$ cat config.mk
export PLATFORM = sky130hd
export DESIGN_NAME = sweep_ctrl
export DESIGN_NICKNAME = d
export VERILOG_FILES = /design/src/rtl/sweep_ctrl.sv
export SDC_FILE = /design/constraint.sdc
export NUM_CORES = 1
export LEC_CHECK = 0
export CORE_MARGIN = 3
export CORE_UTILIZATION = 53
export CTS_CLUSTER_DIAMETER = 80
export DETAILED_ROUTE_END_ITERATION = 10
export HOLD_SLACK_MARGIN = 0.12
export PLACE_DENSITY_LB_ADDON = 0.25
export SYNTH_ARGS = -nofsm -noshare
export SYNTH_HDL_FRONTEND = slang
export SYNTH_SLANG_ARGS = --single-unit
$ cat constraint.sdc
create_clock -name clk -period 4.7 [get_ports clk]
set_input_delay 0.94 -clock clk [delete_from_list [all_inputs] [get_ports clk]]
set_output_delay 0.94 -clock clk [all_outputs]
set_load 0.01 [all_outputs]
$ cat src/rtl/sweep_ctrl.sv
// ============================================================================
// Module   : sweep_ctrl
// Brief    : Frequency-sweep scheduler stepping the sine generator frequency
//            from a start to a stop value with a per-step millisecond dwell.
// Revision : 1.0
// ============================================================================
`default_nettype none

module sweep_ctrl #(
    parameter int C_CLK_FRQ = 100_000_000
) (
    input  logic        clk,
    input  logic        rst,
    input  logic        start,
    input  logic        abort,
    input  logic        loop,
    input  logic [15:0] frq_start,
    input  logic [15:0] frq_stop,
    input  logic [15:0] frq_step,
    input  logic [15:0] dwell,
    output logic [15:0] frq,
    output logic        step_stb,
    output logic        busy,
    output logic        done
);

    localparam int                 C_MS_CYCLES = C_CLK_FRQ / 1000;
    localparam int                 C_PRE_W     = (C_MS_CYCLES > 2) ? $clog2(C_MS_CYCLES) : 1;
    localparam logic [C_PRE_W-1:0] C_PRE_LAST  = C_PRE_W'(C_MS_CYCLES - 1);
    localparam logic [C_PRE_W-1:0] C_PRE_ONE   = C_PRE_W'(1);

    typedef enum logic [1:0] {
        S_IDLE  = 2'd0,
        S_DWELL = 2'd1,
        S_STEP  = 2'd2,
        S_DONE  = 2'd3
    } state_t;

    state_t             r_state, w_state;
    logic [15:0]        r_frq, w_frq;
    logic               r_stb, w_stb;
    logic               r_busy, w_busy;
    logic               r_done, w_done;
    logic [C_PRE_W-1:0] r_pre, w_pre;
    logic [15:0]        r_ms, w_ms;

    logic               r_loop, r_up;
    logic [15:0]        r_fstart, r_fstop, r_fstep, r_dwell;

    logic               w_load;
    logic               w_last;
    logic [16:0]        w_sum, w_diff;
    logic [15:0]        w_next;

    assign w_load = (r_state == S_IDLE) && start && !abort;
    assign w_last = (r_frq == r_fstop) || (r_fstep == 16'd0);
    assign w_sum  = {1'b0, r_frq} + {1'b0, r_fstep};
    assign w_diff = {1'b0, r_frq} - {1'b0, r_fstep};

    // Clamp to the stop value; a borrow on the way down counts as undershoot.
    always_comb begin
        w_next = r_fstop;
        if (r_up) begin
            if (w_sum <= {1'b0, r_fstop})
                w_next = w_sum[15:0];
        end else begin
            if (!w_diff[16] && (w_diff[15:0] >= r_fstop))
                w_next = w_diff[15:0];
        end
    end

    always_comb begin
        w_state = r_state;
        w_frq   = r_frq;
        w_stb   = 1'b0;
        w_busy  = r_busy;
        w_done  = 1'b0;
        w_pre   = r_pre;
        w_ms    = r_ms;
        case (r_state)
            S_IDLE: begin
                if (w_load) begin
                    w_state = S_DWELL;
                    w_frq   = frq_start;
                    w_stb   = 1'b1;
                    w_busy  = 1'b1;
                    w_pre   = '0;
                    w_ms    = '0;
                end
            end
            S_DWELL: begin
                if (r_pre == C_PRE_LAST) begin
                    w_pre = '0;
                    if (r_ms == r_dwell - 16'd1)
                        w_state = S_STEP;
                    else
                        w_ms = r_ms + 16'd1;
                end else begin
                    w_pre = r_pre + C_PRE_ONE;
                end
            end
            S_STEP: begin
                w_pre = '0;
                w_ms  = '0;
                if (w_last && !r_loop) begin
                    w_state = S_DONE;
                    w_frq   = 16'd0;
                    w_done  = 1'b1;
                end else begin
                    w_state = S_DWELL;
                    w_frq   = w_last ? r_fstart : w_next;
                    w_stb   = 1'b1;
                end
            end
            S_DONE: begin
                w_state = S_IDLE;
                w_frq   = 16'd0;
                w_busy  = 1'b0;
            end
            default: begin
                w_state = S_IDLE;
                w_frq   = 16'd0;
                w_busy  = 1'b0;
            end
        endcase
        if ((r_state != S_IDLE) && abort) begin
            w_state = S_IDLE;
            w_frq   = 16'd0;
            w_stb   = 1'b0;
            w_busy  = 1'b0;
            w_done  = 1'b0;
            w_pre   = '0;
            w_ms    = '0;
        end
    end

    always_ff @(posedge clk) begin
        if (rst) begin
            r_state <= S_IDLE;
            r_frq   <= 16'd0;
            r_stb   <= 1'b0;
            r_busy  <= 1'b0;
            r_done  <= 1'b0;
            r_pre   <= '0;
            r_ms    <= 16'd0;
        end else begin
            r_state <= w_state;
            r_frq   <= w_frq;
            r_stb   <= w_stb;
            r_busy  <= w_busy;
            r_done  <= w_done;
            r_pre   <= w_pre;
            r_ms    <= w_ms;
        end
    end

    // Configuration is captured only when a sweep is accepted.
    always_ff @(posedge clk) begin
        if (rst) begin
            r_loop   <= 1'b0;
            r_up     <= 1'b1;
            r_fstart <= 16'd0;
            r_fstop  <= 16'd0;
            r_fstep  <= 16'd0;
            r_dwell  <= 16'd1;
        end else if (w_load) begin
            r_loop   <= loop;
            r_up     <= (frq_start <= frq_stop);
            r_fstart <= frq_start;
            r_fstop  <= frq_stop;
            r_fstep  <= frq_step;
            r_dwell  <= (dwell == 16'd0) ? 16'd1 : dwell;
        end
    end

    assign frq      = r_frq;
    assign step_stb = r_stb;
    assign busy     = r_busy;
    assign done     = r_done;

endmodule

`default_nettype wire
==> results of run 1 <==
-- synth_stat cells, types with 4 or more instances --
cell type / count / area share
a21o_1: 13 / 0.011
a21oi_1: 139 / 0.077
nand2_1: 180 / 0.075
o31ai_1: 6 / 0.0050
nor4b_1: 4 / 0.0039
nand2b_1: 17 / 0.012
clkbuf_1: 47 / 0.020
a221oi_1: 4 / 0.0039
o211ai_1: 6 / 0.0050
dfxtp_1: 120 / 0.27
nor3_1: 28 / 0.016
and3_1: 7 / 0.0049
buf_2: 5 / 0.0028
and2_1: 6 / 0.0042
nand4_1: 20 / 0.014
buf_6: 4 / 0.0050
o221ai_1: 10 / 0.0097
or4_1: 8 / 0.0067
mux2i_1: 12 / 0.013
nor4_4: 4 / 0.0095
nor2_1: 113 / 0.047
nor4_1: 23 / 0.016
a2111oi_0: 5 / 0.0049
o21a_1: 9 / 0.0075
o2111a_1: 6 / 0.0075
ha_1: 83 / 0.12
xnor2_1: 41 / 0.040
nor2b_1: 6 / 0.0042
inv_1: 73 / 0.030
nor3b_1: 5 / 0.0042
nand3_1: 20 / 0.011
a211oi_1: 12 / 0.010
xor2_1: 36 / 0.035
a31oi_1: 11 / 0.0077
or3_1: 7 / 0.0049
o21ai_0: 41 / 0.023
buf_1: 4 / 0.0017
o21bai_1: 6 / 0.0050
or2_2: 5 / 0.0035
-- power by group through the flow --
stage	clock (W)	sequential, W	combinational (W)
final	0.00130	0.00113	0.00157
after detailed placement	0	0.00114	0.00141
after floorplan	0	0.00113	0.000893
after CTS	0.00131	0.00112	0.00146
after global routing	0.00136	0.00113	0.00170
after global placement	0	0.00114	0.00139
-- cell usage in the layout, fill, tap and decap left out, drive strengths merged, types with 7 or more instances in the layout --
cell / count
dfxtp: 120
a21oi: 139
nand4: 20
nor4: 27
or4: 9
nand2: 180
o221ai: 10
nor3: 28
and3: 8
xor2: 36
xnor2: 41
o31ai: 7
o21ai: 41
nor2: 113
inv: 75
o21a: 9
and2: 7
or3: 9
a31oi: 11
nand3: 20
clkbuf: 22
mux2i: 13
buf: 80
clkdlybuf4s50: 86
ha: 83
nand2b: 17
a21o: 13
a211oi: 12
-- repair_timing --
| item | CTS | global route |
|---|---|---|
| buffers inserted | 19 | 3 |
| setup endpoints to repair | 12 | 16 |
| gates resized for setup | 8 | 34 |
| gates cloned | 0 | 1 |
| pin swaps | 11 | 29 |
-- area by class of cell --
class,count,area share
Clock inverter,10,0.0106
Multi-Input combinational cell,941,0.553
Clock buffer,22,0.0414
Tap cell,216,0.0241
Sequential cell,120,0.215
Inverter,73,0.0244
Timing Repair Buffer,166,0.132
-- final timing paths --
path / from / end / slack (ps) / cells after the start
setup reg to reg: frq[0] / frq[8] / 70 / 20
hold / removal: r_fstart[7] / r_fstart[7] / 460 / 2
setup / recovery: frq[0] / frq[8] / 70 / 20
hold reg to reg: r_fstart[7] / r_fstart[7] / 460 / 2
-- per-layer routing --
metal  vias up  track usage
met5         -            0
met4         0       0.0969
met3        52       0.0514
met2       404        0.443
met1      4222        0.434
li1       4461            -
-- through the flow --
step	utilization	power (W)	hold WS [ps]	TNS, ps	instances
after floorplan	-	0.00202	436	0	1196
after global placement	0.635	0.00253	443	-54.2	1495
after detailed placement	0.635	0.00255	449	-823	1495
after CTS	0.682	0.00389	456	0	1546
after global routing	0.691	0.00419	479	-563	1548
final	0.691	0.00400	459	0	1548
-- flip-flops by register name, indices dropped and copies added (netlist names), 2 cells and up --
register,cells
frq,16
r_state,2
r_fstep,16
r_ms,16
r_fstart,16
r_fstop,16
r_pre,17
r_dwell,16
-- kinds of logic (layout without fill, tap and decap cells) --
kind of cell    after synthesis  count (layout)
fa+ha+maj                    85              85
compound gates              296             296
buf+inv                     135             271
mux                          15              15
flops                       120             120
simple gates                468             468
xor+xnor                     77              77
-- worst register-to-register path: stages (launching register included) --
cell	delay, ps
dfxtp_2	360
ha_4	140
inv_2	40
fa_2	360
or2_4	260
a221oi_4	300
nor4b_4	90
o31ai_2	260
a31oi_2	160
o31ai_2	320
xnor2_2	170
ha_1	300
nand2_2	120
nor3_2	50
a22oi_1	190
a31oi_1	100
a311o_1	380
a21o_1	200
a31oi_1	170
or4b_4	480
a21oi_2	120
==> summary.md, run 1 <==
| Metric | Value |
|---|---|
| Largest net degree at the start of global routing | `40` |
| Largest family of logic cells by synthesized area | `simple AND/OR/NAND/NOR gates` |
| N_diodes | `0` |
| Final setup violating endpoints | `0` |
| Hold Fails Final Rpt | `0` |
| RSZ-0062 raised after global routing | `true` |
| Die area | `18,600 um2` |
| Clock Pin Slew Worst Setup and Hold Paths | `60 ps` |
| Clk pwr share | `0.326` |
| DR vias/cell | `5.90` |
| Net Switching | `0.00142 W` |
| Max Slew Vio Count | `0` |
| Crit. End Element | `flip-flop` |
| Total GRT Usage | `0.297` |
| Minimum clock period | `4630 ps` |
| GPL Wtd Cong | `1.01` |
| Worst Setup Start Kind | `flip-flop` |
| Starting density of the core | `0.554` |
| Max Fclk | `0.216 GHz` |
| Compound-Gate Fraction of Synth Area | `0.205` |
| Syn Area/Cell | `7.52 um2` |
| # hold bufs at CTS | `0` |
| 1st-pass router iterations | `5` |
| Gate power share | `0.393` |
| Layout area overhead | `24.8%` |
| Gate Count Post-Synth | `1,196` |
| Power Dens Cells | `357 nW/um2` |
| # DRC | `0` |
| Peak supply drop | `0.294 mV` |
| Yosys cell types | `73` |
| Routed WL | `27,600 um` |
| Status | `finished, final reports clean` |
| Nets@finish | `1,473` |
| Int Pwr | `0.00259 W` |
| Worst path bufs/invs | `1` |
| Crit path DAT | `4990 ps` |
| M1 WL | `12,700 um` |
| CP top delay family | `compound AO/OA/AOI/OAI gates` |
| Sw Ratio | `0.354` |
| Routed length on met2 | `11,800 um` |
| Fillers | `1,395` |
| DRT iter0 DRCs | `937` |
| Post-synthesis adder-cell area fraction | `0.120` |
| FFs w/ async S/R, synth | `0` |
| Main flop type after synthesis | `dfxtp_1` |
| Syn Nets | `1,350` |
| Die height | `136 um` |
| IO Pins | `88` |
| Area of the multi-input gates | `6200 um2` |
| Pre-CTS setup slack | `-209 ps` |
| Vias in the first global route | `8,406` |
| Synth warn | `0` |
| Slew headroom | `0.389` |
| Reg power frac | `0.281` |
| Leakage power | `4.58 nW` |
| Clock skew | `12.4 ps` |
| Via count | `9,139` |
| Clock buffer depth | `2` |
| Final setup margin | `69.5 ps` |
| Worst min path class | `flip-flop to flip-flop` |
| Routed Antenna Nets | `0` |
| Critical path type | `flip-flop to flip-flop` |
| Cell area after placement | `10,300 um2` |
| Post-route design area | `11,200 um2` |
| Number of synthesized flops with an enable pin | `0` |
| First-pass GRT wire length | `43,500 um` |
| Least-Margin Pin Slew | `916 ps` |
| Row cnt | `46` |
| Sequential element share of the synthesized area | `0.267` |
| Core Box Area | `16,200 um2` |
| Crit share post-route | `0.985` |
| Global route overflow | `0` |
| Met3 wire length | `2360 um` |
| XOR/XNOR Fraction of Synth Area | `0.0750` |
| CTS Buf Count | `17` |
| Clock latency on the worst-skew pair | `430 ps` |
| CP max stage cell | `or4b_4` |
| WP data required | `5060 ps` |
| CTS tree | `yes` |
| Synth Area in Simple Gates | `0.251` |
| Uppermost routed layer | `met4` |
| Mux share of post-synthesis cell area | `0.0184` |
| Worst-path maximum fanout | `3` |
| Root buffer cell | `clkbuf_16` |
| Max-Cap Viols | `0` |
| #FFs+latches synth | `120` |
| Slowest cell delay on critical path | `480 ps` |
| Fraction of layout cells with a size suffix above 1 | `0.124` |
| Reg area | `2410 um2` |
| Sinks on Clock Net | `120` |
| Synth Cell Area | `8990 um2` |
| Die W | `136 um` |
| Worst path cell trace | `ha_4, inv_2, fa_2, or2_4, a221oi_4, nor4b_4, o31ai_2, a31oi_2, o31ai_2, xnor2_2, ha_1, nand2_2, nor3_2, a22oi_1, a31oi_1, a311o_1, a21o_1, a31oi_1, or4b_4, a21oi_2` |
| Mean routed wirelength per cell | `17.8 um` |
| Initial antenna violation count | `0` |
| HPWL Detailed | `20,800 um` |
| H-tree levels | `4` |
| Port bufs | `87` |
(Power assumes the default switching activity.)
==> run 2: changes to the inputs <==
- SETUP_SLACK_MARGIN: not set -> 0.3
==> run 2 against run 1 <==
  * Non-clock buffer count is 20 lower
  * Largest power group unchanged
  * Core utilization is 0.92 points lower
  * Largest cell class unchanged
  * Critical endpoint unchanged
  * Highest routed layer unchanged
  * Clock-buffer cell count is 4 lower
==> summary.md, run 2 (synthesis results as in run 1) <==
| Metric | Value |
|---|---|
| N_diodes | `0 (unchanged)` |
| Crit share post-route | `0.973 (-0.0119)` |
| Crit. End Element | `flip-flop` |
| Placed cells | `1,480 (-1.0%)` |
| Most common cell after layout, fill and taps aside | `nand2_1` |
| Worst Setup Start Kind | `flip-flop` |
| Leakage power | `4.46 nW (-2.8%)` |
| Routed Antenna Nets | `0 (unchanged)` |
| Starting density of the core | `0.554 (unchanged)` |
| Design Power | `0.00396 W (-1.0%)` |
| 1st-pass router iterations | `5 (unchanged)` |
| Cell area after placement | `10,200 um2 (-0.79%)` |
| Power Dens Cells | `358 nW/um2 (+0.30%)` |
| Final setup margin | `126 ps (+56.1 ps)` |
| Post-route design area | `11,100 um2 (-1.3%)` |
| CP top delay family | `compound AO/OA/AOI/OAI gates` |
| Max reg flops | `17 (unchanged)` |
| Final setup violating endpoints | `0 (unchanged)` |
| Core Box Area | `16,200 um2 (unchanged)` |
| Vias in the first global route | `8,524 (+1.4%)` |
| Reg area | `2410 um2 (+0.10%)` |
| Mean routed wirelength per cell | `17.8 um (about the same)` |
| Global route overflow | `0 (unchanged)` |
| HPWL Detailed | `20,500 um (-1.1%)` |
| Row cnt | `46 (unchanged)` |
| Clock skew | `7.79 ps (-4.63 ps)` |
| Worst path bufs/invs | `0 (-1)` |
| RSZ-0062 raised after global routing | `true` |
| GPL Wtd Cong | `1.04 (+2.9%)` |
| Clock buffer depth | `2 (unchanged)` |
| Min Hold Slack | `454 ps (-4.82 ps)` |
| # hold bufs at CTS | `0 (unchanged)` |
| CP max stage cell | `dfxtp_1` |
| DRT iter0 DRCs | `981 (+4.7%)` |
| Worst-path maximum fanout | `8 (+5)` |
| Critical path type | `flip-flop to flip-flop` |
| CTS tree | `yes` |
| Hold Fails Final Rpt | `0 (unchanged)` |
| Final cell count without fillers | `1,528 (-1.3%)` |
| Die height | `136 um (unchanged)` |
| Largest net degree at the start of global routing | `54 (+35%)` |
| Slew headroom | `0.375 (-0.0135)` |
| Slowest cell delay on critical path | `500 ps (+20 ps)` |
| Clock Pin Slew Worst Setup and Hold Paths | `60 ps (about the same)` |
| Status | `finished, final reports clean` |
| Nets@finish | `1,453 (-1.4%)` |
| Minimum clock period | `4570 ps (-56.1 ps)` |
| IO Pins | `88 (unchanged)` |
| First-pass GRT wire length | `43,100 um (-0.98%)` |
| Hold_sp | `r_fstart[14]` |
| DR vias/cell | `6.01 (+1.8%)` |
| Routed WL | `27,200 um (-1.2%)` |
| Pre-CTS setup slack | `-18.7 ps (+190 ps)` |
| # DRC | `0 (unchanged)` |
| Die area | `18,600 um2 (unchanged)` |
| Die W | `136 um (unchanged)` |
| Top reg by flops | `r_pre` |
| Total GRT Usage | `0.292 (-0.00518)` |
| Most frequent cells in the layout | `nand2_1, a21oi_1, dfxtp_1` |
| Port bufs | `87 (unchanged)` |
| Via count | `9,187 (+0.53%)` |
| Worst min path class | `flip-flop to flip-flop` |
| Least-Margin Pin Slew | `936 ps (+20.2 ps)` |
| Max-Cap Viols | `0 (unchanged)` |
| Initial antenna violation count | `0 (unchanged)` |
| Root buffer cell | `clkbuf_16` |
| H-tree levels | `4 (unchanged)` |
| WP data required | `5070 ps (about the same)` |
| Layout area overhead | `23.1%` |
| CTS Buf Count | `17 (unchanged)` |
| Max Slew Vio Count | `0 (unchanged)` |
| Clock latency on the worst-skew pair | `430 ps (about the same)` |
| Sinks on Clock Net | `120 (unchanged)` |
| Fraction of layout cells with a size suffix above 1 | `0.116 (-0.00802)` |
| Max Fclk | `0.219 GHz (+1.2%)` |
| Peak supply drop | `0.294 mV (+0.16%)` |
| Fillers | `1,399 (+0.29%)` |
| R2r startpoint | `frq[2]` |
| Worst path cell trace | `ha_1, or2_4, a221oi_4, nor4b_2, o31ai_2, a31oi_2, o31ai_2, xnor2_1, ha_1, nand2_2, nor4_4, o2bb2ai_1, a31oi_1, a311o_1, a21o_1, a31oi_1, or4b_4, a21oi_2` |
| Area of the multi-input gates | `6210 um2 (+0.10%)` |
| Critical Path Start | `frq[2]` |
| Crit path DAT | `4940 ps (-50 ps)` |
==> run 2: timing repair <==
action	in CTS	in global routing
endpoints found under the setup margin	16	16
setup buffers	9	7
pin swaps	34	13
gates cloned	0	0
gates resized for setup	26	17
==> run 2: cell type report <==
class | instances | area share
clock buffers | 18 | 0.0388
repair buffers | 146 | 0.121
well taps | 216 | 0.0244
inverters | 73 | 0.0248
multi-input cells | 941 | 0.561
flip-flops and latches | 120 | 0.218
clock inverters | 14 | 0.0127
==> run 2: path summary, 6_finish.rpt <==
| path | to | slack, ps | cells past startpoint |
|---|---|---|---|
| max | frq[8] | 130 | 18 |
| min | r_fstart[14] | 450 | 2 |
| max reg2reg | frq[8] | 130 | 18 |
| min reg2reg | r_fstart[14] | 450 | 2 |
==> run 2: worst register-to-register path, delay by kind of cell (launching register included) <==
family                     cells  cell delay (ps)
DFF                            1              500
and+or+nand+nor                5             1170
xor gates and xnor gates       1              140
adders and majority gates      2              730
AOI/OAI and AO/OA             10             1980
==> run 2: power breakdown <==
part	switching [W]	internal, W
combinational	0.000867	0.000702
clock	0.000528	0.000738
sequential	0.0000625	0.00106
total	0.00146	0.00250
==> run 2: per-layer routing <==
layer | vias to the layer above | share of wire | GRT usage | wire length [um]
met1 | 4305 | 0.46 | 0.419 | 12500
met2 | 405 | 0.43 | 0.434 | 11600
li1 | 4424 | - | - | -
met4 | 0 | 0.024 | 0.0941 | 660
met3 | 53 | 0.092 | 0.0655 | 2500
met5 | - | 0 | 0 | 0
==> run 2: through the flow <==
step / TNS [ps] / utilization
after floorplan: 0 / -
final: 0 / 0.682
after global routing: -124 / 0.682
after CTS: 0 / 0.675
after global placement: 0 / 0.630
after detailed placement: -31.4 / 0.630
